[src/rtl/uart_tx_fifo.sv]
// uart_tx_fifo: single-clock UART transmitter with a small write FIFO.
// Each frame is a start bit, DATA_BITS data bits (LSB first), an optional
// parity bit and STOP_BITS stop bits. Every bit lasts CLK_DIV clk_sample
// cycles. Queued words go out back to back with no idle gap.
module uart_tx_fifo #(
  parameter int CLK_DIV    = 16,
  parameter int DATA_BITS  = 8,
  parameter int PARITY     = 0,
  parameter int STOP_BITS  = 1,
  parameter int FIFO_DEPTH = 4
) (
  input  logic                 clk_sample,
  input  logic                 rst,
  input  logic [DATA_BITS-1:0] din,
  input  logic                 wrn,
  output logic                 txd,
  output logic                 send_over,
  output logic                 busy,
  output logic                 full,
  output logic                 empty,
  output logic                 overflow
);

  localparam int              AW         = $clog2(FIFO_DEPTH);
  localparam int              BW         = $clog2(CLK_DIV);
  localparam logic [BW-1:0]   BAUD_LAST  = BW'(CLK_DIV - 1);
  localparam logic [2:0]      DATA_LAST  = 3'(DATA_BITS - 1);
  localparam logic [2:0]      STOP_LAST  = 3'(STOP_BITS - 1);
  localparam logic [AW:0]     COUNT_FULL = (AW + 1)'(FIFO_DEPTH);
  localparam logic            ODD        = (PARITY == 1);

  typedef enum logic [2:0] {IDLE, START, DATA, PAR, STOP} state_t;

  state_t               state, state_next;
  logic [DATA_BITS-1:0] mem [FIFO_DEPTH];
  logic [AW-1:0]        wr_ptr, rd_ptr;
  logic [AW:0]          count;
  logic                 push, pop;
  logic [DATA_BITS-1:0] head;
  logic [BW-1:0]        baud_cnt;
  logic                 bit_end;
  logic [2:0]           bit_cnt, bit_cnt_next;
  logic [DATA_BITS-1:0] shift, shift_next;
  logic                 parity_bit, parity_next;
  logic                 txd_next, send_over_next;

  // FIFO status comes straight from the registered count.
  assign full    = (count == COUNT_FULL);
  assign empty   = (count == '0);
  assign push    = !wrn && !full;
  assign head    = mem[rd_ptr];
  assign busy    = (state != IDLE);
  assign bit_end = (baud_cnt == BAUD_LAST);

  // FIFO storage: written on every accepted write.
  // NOTE: the storage array has no reset; the pointers and count alone decide which words are valid.
  always_ff @(posedge clk_sample) begin
    if (push) mem[wr_ptr] <= din;
  end

  // FIFO pointers, occupancy and the dropped-write pulse.
  // NOTE: sequential state uses non-blocking assignments so every flop sees pre-edge values.
  always_ff @(posedge clk_sample or posedge rst) begin
    if (rst) begin
      wr_ptr   <= '0;
      rd_ptr   <= '0;
      count    <= '0;
      overflow <= 1'b0;
    end else begin
      if (push) wr_ptr <= wr_ptr + AW'(1);
      if (pop)  rd_ptr <= rd_ptr + AW'(1);
      case ({push, pop})
        2'b10:   count <= count + (AW + 1)'(1);
        2'b01:   count <= count - (AW + 1)'(1);
        default: count <= count;
      endcase
      overflow <= !wrn && full;
    end
  end

  // Frame sequencer: next state, FIFO pop and the next registered line level.
  // NOTE: every signal gets a default first so no path leaves one unassigned and no latch is inferred.
  always_comb begin
    state_next     = state;
    pop            = 1'b0;
    shift_next     = shift;
    parity_next    = parity_bit;
    bit_cnt_next   = bit_cnt;
    send_over_next = 1'b0;
    txd_next       = 1'b1;

    case (state)
      IDLE: begin
        if (!empty) begin
          pop        = 1'b1;
          state_next = START;
        end
      end
      START: begin
        if (bit_end) begin
          state_next   = DATA;
          bit_cnt_next = '0;
        end
      end
      DATA: begin
        if (bit_end) begin
          if (bit_cnt == DATA_LAST) begin
            state_next   = (PARITY != 0) ? PAR : STOP;
            bit_cnt_next = '0;
          end else begin
            bit_cnt_next = bit_cnt + 3'd1;
            shift_next   = shift >> 1;
          end
        end
      end
      PAR: begin
        if (bit_end) begin
          state_next   = STOP;
          bit_cnt_next = '0;
        end
      end
      STOP: begin
        if (bit_end) begin
          if (bit_cnt == STOP_LAST) begin
            send_over_next = 1'b1;
            if (!empty) begin
              pop        = 1'b1;
              state_next = START;
            end else begin
              state_next = IDLE;
            end
          end else begin
            bit_cnt_next = bit_cnt + 3'd1;
          end
        end
      end
      default: state_next = IDLE;
    endcase

    // A popped word is latched together with its parity on the same edge.
    if (pop) begin
      shift_next   = head;
      parity_next  = (^head) ^ ODD;
      bit_cnt_next = '0;
    end

    case (state_next)
      START:   txd_next = 1'b0;
      DATA:    txd_next = shift_next[0];
      PAR:     txd_next = parity_next;
      default: txd_next = 1'b1;
    endcase
  end

  // Sequencer registers; txd is registered so the line never glitches.
  always_ff @(posedge clk_sample or posedge rst) begin
    if (rst) begin
      state      <= IDLE;
      baud_cnt   <= '0;
      bit_cnt    <= '0;
      shift      <= '0;
      parity_bit <= 1'b0;
      txd        <= 1'b1;
      send_over  <= 1'b0;
    end else begin
      state      <= state_next;
      baud_cnt   <= (state == IDLE || bit_end) ? '0 : baud_cnt + BW'(1);
      bit_cnt    <= bit_cnt_next;
      shift      <= shift_next;
      parity_bit <= parity_next;
      txd        <= txd_next;
      send_over  <= send_over_next;
    end
  end

endmodule

[config.mk]
export PLATFORM = sky130hd
export DESIGN_NAME = uart_tx_fifo
export DESIGN_NICKNAME = d
export VERILOG_FILES = /design/src/rtl/uart_tx_fifo.sv
export SDC_FILE = /design/constraint.sdc
export NUM_CORES = 1
export LEC_CHECK = 0
export ABC_AREA = 0
export CAP_MARGIN = 0
export CORE_ASPECT_RATIO = 1.4
export CORE_MARGIN = 10
export CORE_UTILIZATION = 45
export CTS_CLUSTER_DIAMETER = 40
export DETAILED_ROUTE_END_ITERATION = 10
export HOLD_SLACK_MARGIN = 0.12
export PLACE_DENSITY = 0.6
export SLEW_MARGIN = 20
export SYNTH_ARGS = -nofsm -noshare
export SYNTH_HDL_FRONTEND = slang
export SYNTH_SLANG_ARGS = --single-unit
export TNS_END_PERCENT = 10
[constraint.sdc]
create_clock -name clk_sample -period 3.25 [get_ports clk_sample]
set_clock_uncertainty 0.2 [all_clocks]
set_input_delay 0.325 -clock clk_sample [delete_from_list [all_inputs] [get_ports clk_sample]]
set_output_delay 0.325 -clock clk_sample [all_outputs]
set_load 0.02 [all_outputs]
# Word level (Yosys, flattened, before mapping)
# Memory sizes are Yosys's and may differ from the RTL's.
# Index checks and enable logic that the tools add are counted.
# word_totals
regBits	29
mem_bits_rw	32
output_inout_bits	6
elab_cells	86
n_memories	1
# op_classes
add_sub_neg	6
n_eq_ne	17
muxes	33
reduce_logical	17
# mem_list
memory	words	word_bits	read_ports	rd_ports_with_merged_regs	write_ports	line_no	source
mem	4	8	1	0	1	35	logic [DATA_BITS-1:0] mem [FIFO_DEPTH];
# ops
cell	n
2-to-1 mux 3 bit	13
2-to-1 mux 8 bit	4
one-hot mux 3 bit (5 select lines)	1
== test 3 x 2 -> 1 bit, second input constant	4
2-to-1 mux 1 bit	10
== test 3 bit, second input constant	3
logical NOT 3 bit	3
!= test 3 bit, second input constant	3
one-hot mux 3 bit (3 select lines)	1
XOR reduction 8 bit	1
adder 3 x 1 -> 3 bit, second input constant	2
== test 3 x 1 -> 1 bit, second input constant	2
one-hot mux 3 bit (2 select lines)	1
nonzero test 2 bit	3
AND reduction 5 bit	1
adder 2 x 1 -> 2 bit, second input constant	2
adder 4 x 1 -> 4 bit, second input constant	1
== test 4 bit, second input constant	1
2-to-1 mux 4 bit	1
nonzero test 4 bit	1
!= test 3 x 1 -> 1 bit, second input constant	1
one-hot mux 1 bit (3 select lines)	1
AND reduction 3 bit	1
nonzero test 3 bit	1
9 further kinds	11

# Depth between registers and ports, before layout
# Gate-level depths: netlist (run 1).
# depth
ltp_word	7
mapped_depth	12
ltp_nobuf	12

# Worst setup path before layout (run 1)
# Ideal clock, no wire load.
# synth_path
path_kind	register -> register
start	register bit_cnt[0]
end	register count[2]
setup_time_ns	0.079
t_arrival_ns	2.318
t_required_ns	2.971
setup_slack_ns	0.653
path_stages_with_launch	13
path_buffers	0
path_cell_list	dfrtp_1 > inv_1 > ha_1 > nand2b_1 > o21ai_0 > nand3_1 > inv_1 > ha_1 > inv_1 > fa_1 > xor2_1 > nor2_1 > xor2_1
# synth_between
elab_chain_cells	6
word_cells_on_any_way	8
classes_between	2 x eq/ne; 4 x mux; 2 x reduce/logical
# synth_rtl
item	line_no	source
start, declared	42	logic [2:0] bit_cnt, bit_cnt_next;
start signal, assigned	168	bit_cnt <= bit_cnt_next;
logical NOT 3 bit (*)	124	if (bit_cnt == STOP_LAST) begin
2-to-1 mux 1 bit (*)	124	
2-to-1 mux 1 bit (*)	123	if (bit_end) begin
one-hot mux 1 bit (2 select lines) (*)	92	case (state)
named net pop	38	logic push, pop;
== test 2 x 1 -> 1 bit / == test 2 bit (equally long branches)	72	case ({push, pop})
one-hot mux 3 bit (2 select lines) / nonzero test 2 bit (equally long branches)	--	
end signal, assigned	73	2'b10: count <= count + (AW + 1)'(1);
end signal, assigned	74	2'b01: count <= count - (AW + 1)'(1);
end signal, assigned	75	default: count <= count;
end, declared	37	logic [AW:0] count;
# Mark *: on every way through the listed nets, which the timed path passes. The rest lies on a longest branch.
# A chain may end at the register's enable or synchronous reset.

# Worst setup path after layout (run 1)
# Same ends and word-level chain as after synthesis.

==> flow_summary.ini, run 1 <==
[synthesis]
ys_top_cells_by_area = edfxtp_1 (35%), dfrtp_1 (26%), mux4_2 (6.6%)
syn_nets = 221
synth.top_cell.area_share_pct = 35.4
synth.avg_cell_area_um2 = 13.6
yosysSeqAreaShare_pct = 62.2
synth.most_common_cell = edfxtp_1
ys_ff_latch = 61
synth-edff-count = 32
ys_types = 41
ys_async_sr_fraction_pct = 47.5
syn_area_mm2 = 0.00271
yosysTopAreaCell = edfxtp_1
yosys_warnings = 0
synth_cells = 200
synthFlopType = edfxtp_1
yosys-top-cells-count = edfxtp_1 (32), dfrtp_1 (28), nand2_1 (18)

[placement]
place_hpwl_um = 3450
io_buffers = 16
placed_area_mm2 = 0.00294
place_ws_ns = 0.633
gp_congestion = 0.766

[global_route]
grt_pass1_vias = 1761
grt-ovfl-total = 0
grt_usage_pct = 10.7
antenna_found_initial = 0
grt_pass1_wl_um = 8270
grt_max_degree = 20

[min_path]
hp-start = baud_cnt[0]
hold_class = reg -> reg
hold-path-cell-count = 1

[sta]
timing.fmax_mhz = 379
hold_violations = 0
worst_pin_slew_ns = 0.608
grt_setup_unrepaired = false
fin_setup_tns_ns = 0
fin_crit_sh_pct = 81.2
maxSlewHeadroom_pct = 59.1
setup_slack_ns = 0.611
worst_hold_slack_ns = 0.270
setup_violations = 0
drv_slew = 0
period_minus_slack_ns = 2.64

[detailed_routing]
final_antenna_net_count = 0
routedWlPerCell_um = 15.8
vias = 1566
drt-vias-per-instance = 5.24
drt-total-wl_um = 4720
drt-initial-drc-count = 85
drt_first_pass_iters = 4
remaining_drc_errors = 0

[floorplan]
die-area_mm2 = 0.00958
fp.dieW_um = 85.6
coreArea_mm2 = 0.00586
row_count = 33
die_h_um = 112
start_util_pct = 46.3
num_io_pins = 17

[power_and_ir_drop]
p_leak_uw = 0.00127
p_seq_share_pct = 42.2
switchingPower_uw = 948
peakVddDrop_mv = 0.428
total_power_uw = 2920
p_clk_share_pct = 24.4
switching_share_pct = 32.5
cellPowerDensity_mw_per_mm2 = 923
internal_power_uw = 1970
pwr-share-comb_pct = 33.4

[clocking]
cts.hold.buffers_added = 1
post_cts_resized = 0
insertion_delay_ns = 0.33
post_cts_buffers = 0
cts_buffers = 9
h-tree-depth = 3
clockRootBuffer = clkbuf_8
cts.sinks = 61
clockBufferDepth = 2
clk_pin_slew_ns = 0.07
cts_tree = built

[finish]
drive_gt1_share_pct = 14.0
num_antenna_cells = 0
postLayoutCellArea_mm2 = 0.00316
area_growth_pct = 16.5
nets = 245

[setup_path]
critical_path_class = reg -> reg
start_kind = register
r2r_cells = 12
crit_path_max_fanout = 6
crit-reg2reg-launch = bit_cnt[0]
crit_path_start = bit_cnt[0]
arrival_ns = 2.70
crit_path_end_kind = register
worstPathRequired_ns = 3.31

[flow_run]
maxCapViolCount = 0

[status]
status = complete, no violations
## final cells by class
cell class                 instances  area (µm²)
multi-input combinational        119         928
tap                               70        87.6
fill                             501        2700
sequential                        61        1690
timing repair buffer              20         193
clock buffer                       9         124
inverter                          13        48.8
clock inverter                     7        90.1
## final timing paths
kind                                     to  slack, ns
worst max-delay path               count[2]       0.61
worst min-delay path            baud_cnt[0]       0.27
worst max register to register     count[2]       0.61
worst min register to register  baud_cnt[0]       0.27
max in group asynchronous               txd       1.51
min in group asynchronous         wr_ptr[0]       0.66
## power by group through the flow
stage	logic, µW	registers [µW]	clock network [µW]
global placement	948	1230	0
global route	1100	1260	766
detailed placement	992	1250	0
floorplan	841	1160	0
CTS	997	1240	730
finish	973	1230	712
## worst max-delay path, cell delays in order (launching register included)
cell      delay, ns
dfrtp_1        0.39
inv_1          0.09
ha_1           0.16
nand2b_1       0.10
o21ai_0        0.24
nand3_1        0.13
inv_1          0.17
ha_1           0.23
inv_1          0.06
fa_1           0.38
xor2_1         0.16
nor2_1         0.11
xor2_1         0.15
## per-stage QoR
step	cells	util, %
6_report	299	53.9
5_1_grt	299	53.9
4_1_cts	299	53.9
3_5_place_dp	282	50.1
3_3_place_gp	282	50.1
2_1_floorplan	200	-
## sequential cells by signal, indices dropped and copies added (netlist names), 2 cells and up
name / flops
mem: 32
bit_cnt: 3
wr_ptr: 2
rd_ptr: 2
count: 3
baud_cnt: 4
state: 3
shift: 8
## cell usage in the layout (no fill, tap or decap), types with 4 or more instances in the layout
| cell type | n |
|---|---|
| nand2_1 | 18 |
| a21oi_1 | 4 |
| clkbuf_8 | 9 |
| nand3_1 | 8 |
| and2_1 | 5 |
| edfxtp_1 | 32 |
| mux4_2 | 8 |
| ha_1 | 9 |
| xor2_1 | 4 |
| nand2b_1 | 4 |
| clkdlybuf4s50_1 | 16 |
| dfrtp_1 | 28 |
| a31oi_1 | 4 |
| xnor2_1 | 11 |
| inv_1 | 13 |
| nor2_1 | 11 |
| o21ai_0 | 7 |
## cell families (layout without fill, tap and decap cells)
logic type	Yosys count	in the layout	share of synthesized area, %
flops	61	61	62.2
fa+ha+maj	10	10	4.89
xor+xnor	15	15	4.84
mux	11	11	7.80
buf+inv	20	49	3.55
simple gates	59	59	10.9
compound gates	24	24	5.81
## layer usage
| layer | GRT usage, % | wire, µm | vias to the layer above |
|---|---|---|---|
| li1 | - | - | 761 |
| met2 | 18.5 | 2580 | 21 |
| met3 | 2.99 | 137 | 8 |
| met1 | 11.5 | 1920 | 776 |
| met4 | 5.62 | 83 | 0 |
| met5 | 0 | 0 | - |
(Power assumes the default switching activity.)
==> inputs of run 2 (changes only) <==
--- a/config.mk
+++ b/config.mk
@@ -13,7 +13,7 @@
 export CTS_CLUSTER_DIAMETER = 40
 export DETAILED_ROUTE_END_ITERATION = 10
 export HOLD_SLACK_MARGIN = 0.12
-export PLACE_DENSITY = 0.6
+export PLACE_DENSITY = 0.63
 export SLEW_MARGIN = 20
 export SYNTH_ARGS = -nofsm -noshare
 export SYNTH_HDL_FRONTEND = slang
==> constraint.sdc (replaced) <==
create_clock -name clk_sample -period 2.2 [get_ports clk_sample]
set_clock_uncertainty 0.2 [all_clocks]
set_input_delay 0.22 -clock clk_sample [delete_from_list [all_inputs] [get_ports clk_sample]]
set_output_delay 0.22 -clock clk_sample [all_outputs]
set_load 0.02 [all_outputs]
==> run 2 against run 1 <==
Effect of this change: the run now ends with negative setup slack left; design area rose by 7.6%; sequential power rose by 44%; critical endpoint is now txd; hold slack got worse by 0.031 ns; combinational power rose by 77%; clock-buffer cell count did not move; critical path type unchanged.
==> flow_summary.ini, run 2 (same netlist as run 1, synthesis figures left out) <==
[status]
violations = negative setup slack
status = complete, but fails checks

[finish]
largest_register_ffs = 32
num_antenna_cells = 0
regMostFlops = mem
mostFrequentLayoutCells = edfxtp_1 (32), dfrtp_1 (28), nand2_1 (18), buf_4 (17), clkdlybuf4s50_1 (14)
mostFrequentLayoutCell = edfxtp_1
nets = 260
area_growth_pct = 25.4
reg_top3 = mem x32, shift x8, baud_cnt x4
fillCellCount = 479
drive_gt1_share_pct = 25.0

[sta]
setup_violations = 1
grt_setup_unrepaired = true
fin_crit_sh_pct = 102
drv_slew = 0
worst_pin_slew_ns = 0.453
hold_violations = 0
timing.fmax_mhz = 444
period_minus_slack_ns = 2.25
maxSlewHeadroom_pct = 69.8
setup_slack_ns = -0.0514

[setup_path]
crit_path_end_kind = register
worstPathRequired_ns = 2.26
max_stage_delay_ns = 0.53
crit_path_max_fanout = 2
cp_cell_sequence = buf_4, ha_1, ha_1, or4_4, mux2i_1, o211a_1, nor3_2
critPathSlowestCell = or4_4
critical_path_class = reg -> reg
start_kind = register
crit_path_frequent_cell = ha_1
arrival_ns = 2.31

[placement]
gp_congestion = 0.788
place_hpwl_um = 3480
io_buffers = 16
place_ws_ns = -0.0606

[detailed_routing]
drt-total-wl_um = 4840
vias = 1640
drt-initial-drc-count = 80
final_antenna_net_count = 0
routedWlPerCell_um = 15.4
drt-vias-per-instance = 5.22
drt_first_pass_iters = 4
remaining_drc_errors = 0

[flow_run]
maxCapViolCount = 0

[floorplan]
num_io_pins = 17
coreArea_mm2 = 0.00586
start_util_pct = 46.3
die-area_mm2 = 0.00958
fp.dieW_um = 85.6
die_h_um = 112
row_count = 33

[clocking]
cts_tree = built
insertion_delay_ns = 0.34
clockBufferDepth = 2
cts_buffers = 9
clk_pin_slew_ns = 0.07
h-tree-depth = 3
clockRootBuffer = clkbuf_8
cts.sinks = 61

[global_route]
grt_usage_pct = 10.8
grt-ovfl-total = 0
antenna_found_initial = 0
grt_pass1_vias = 1763
grt_pass1_wl_um = 8180
grt_max_degree = 30

[power_and_ir_drop]
p_leak_uw = 0.00136
peakVddDrop_mv = 0.801
cellPowerDensity_mw_per_mm2 = 1370
total_power_uw = 4670

[min_path]
hold_class = in -> reg
[run 2: metal layers]
layer	vias up	track usage, %	part of all wire, %
met5	-	0	0
met2	31	18.7	54
met3	7	2.92	3.1
met1	811	11.4	41
li1	791	-	-
met4	0	5.95	1.6
[run 2: power breakdown]
| part | internal (µW) | switching, µW | total, µW | leakage [µW] |
|---|---|---|---|---|
| combinational | 870 | 854 | 1720 | 0.000604 |
| clock | 746 | 430 | 1180 | 0.000113 |
| sequential | 1560 | 205 | 1770 | 0.000646 |
| total | 3180 | 1490 | 4670 | 0.00136 |
[run 2: final timing paths]
kind / start / endpoint / slack, ns / depth (start not counted)
min in group asynchronous: rst / count[1] / 0.60 / 4
min: wrn / overflow / 0.24 / 2
max: bit_cnt[0] / txd / -0.05 / 7
min reg2reg: shift[4] / shift[4] / 0.30 / 2
max reg2reg: bit_cnt[0] / txd / -0.05 / 7
max in group asynchronous: rst / txd / 0.87 / 4
[run 2: per-stage QoR]
step / setup TNS [ns] / util, % / std cells / hold WS (ns) / cell area, µm²
global route: -0.241 / 58.0 / 314 / 0.249 / 3400
floorplan: -0.0266 / - / 200 / 0.0856 / 2800
CTS: -0.0707 / 57.4 / 310 / 0.230 / 3370
finish: -0.0514 / 58.0 / 314 / 0.238 / 3400
global placement: 0 / 53.2 / 293 / 0.264 / 3120
detailed placement: -0.0625 / 53.2 / 293 / 0.288 / 3120
[run 2: worst max-delay path, delay by kind of cell, from the launching register on]
family / cells / cell delay (ns)
simple gates: 2 / 0.69
mux: 1 / 0.15
fa+ha+maj: 2 / 0.39
flops: 1 / 0.39
buf+inv: 1 / 0.14
compound gates: 1 / 0.23
[run 2: final cells by class]
| cell class | count | area, µm² | area share (%) |
|---|---|---|---|
| well taps | 70 | 87.6 | 2.58 |
| multi-input cells | 119 | 1020 | 30.0 |
| clock inverters | 7 | 114 | 3.35 |
| flip-flops and latches | 61 | 1690 | 49.6 |
| inverters | 13 | 51.3 | 1.51 |
| repair buffers | 35 | 315 | 9.27 |
| clock buffers | 9 | 124 | 3.64 |
[run 2: what timing repair did]
item,4_1_cts,5_1_grt
setup buffers,0,4
endpoints found under the setup margin,4,2
pin swaps,0,5
hold endpoints to repair,28,0
hold buffers,1,0
gates resized for setup,4,1
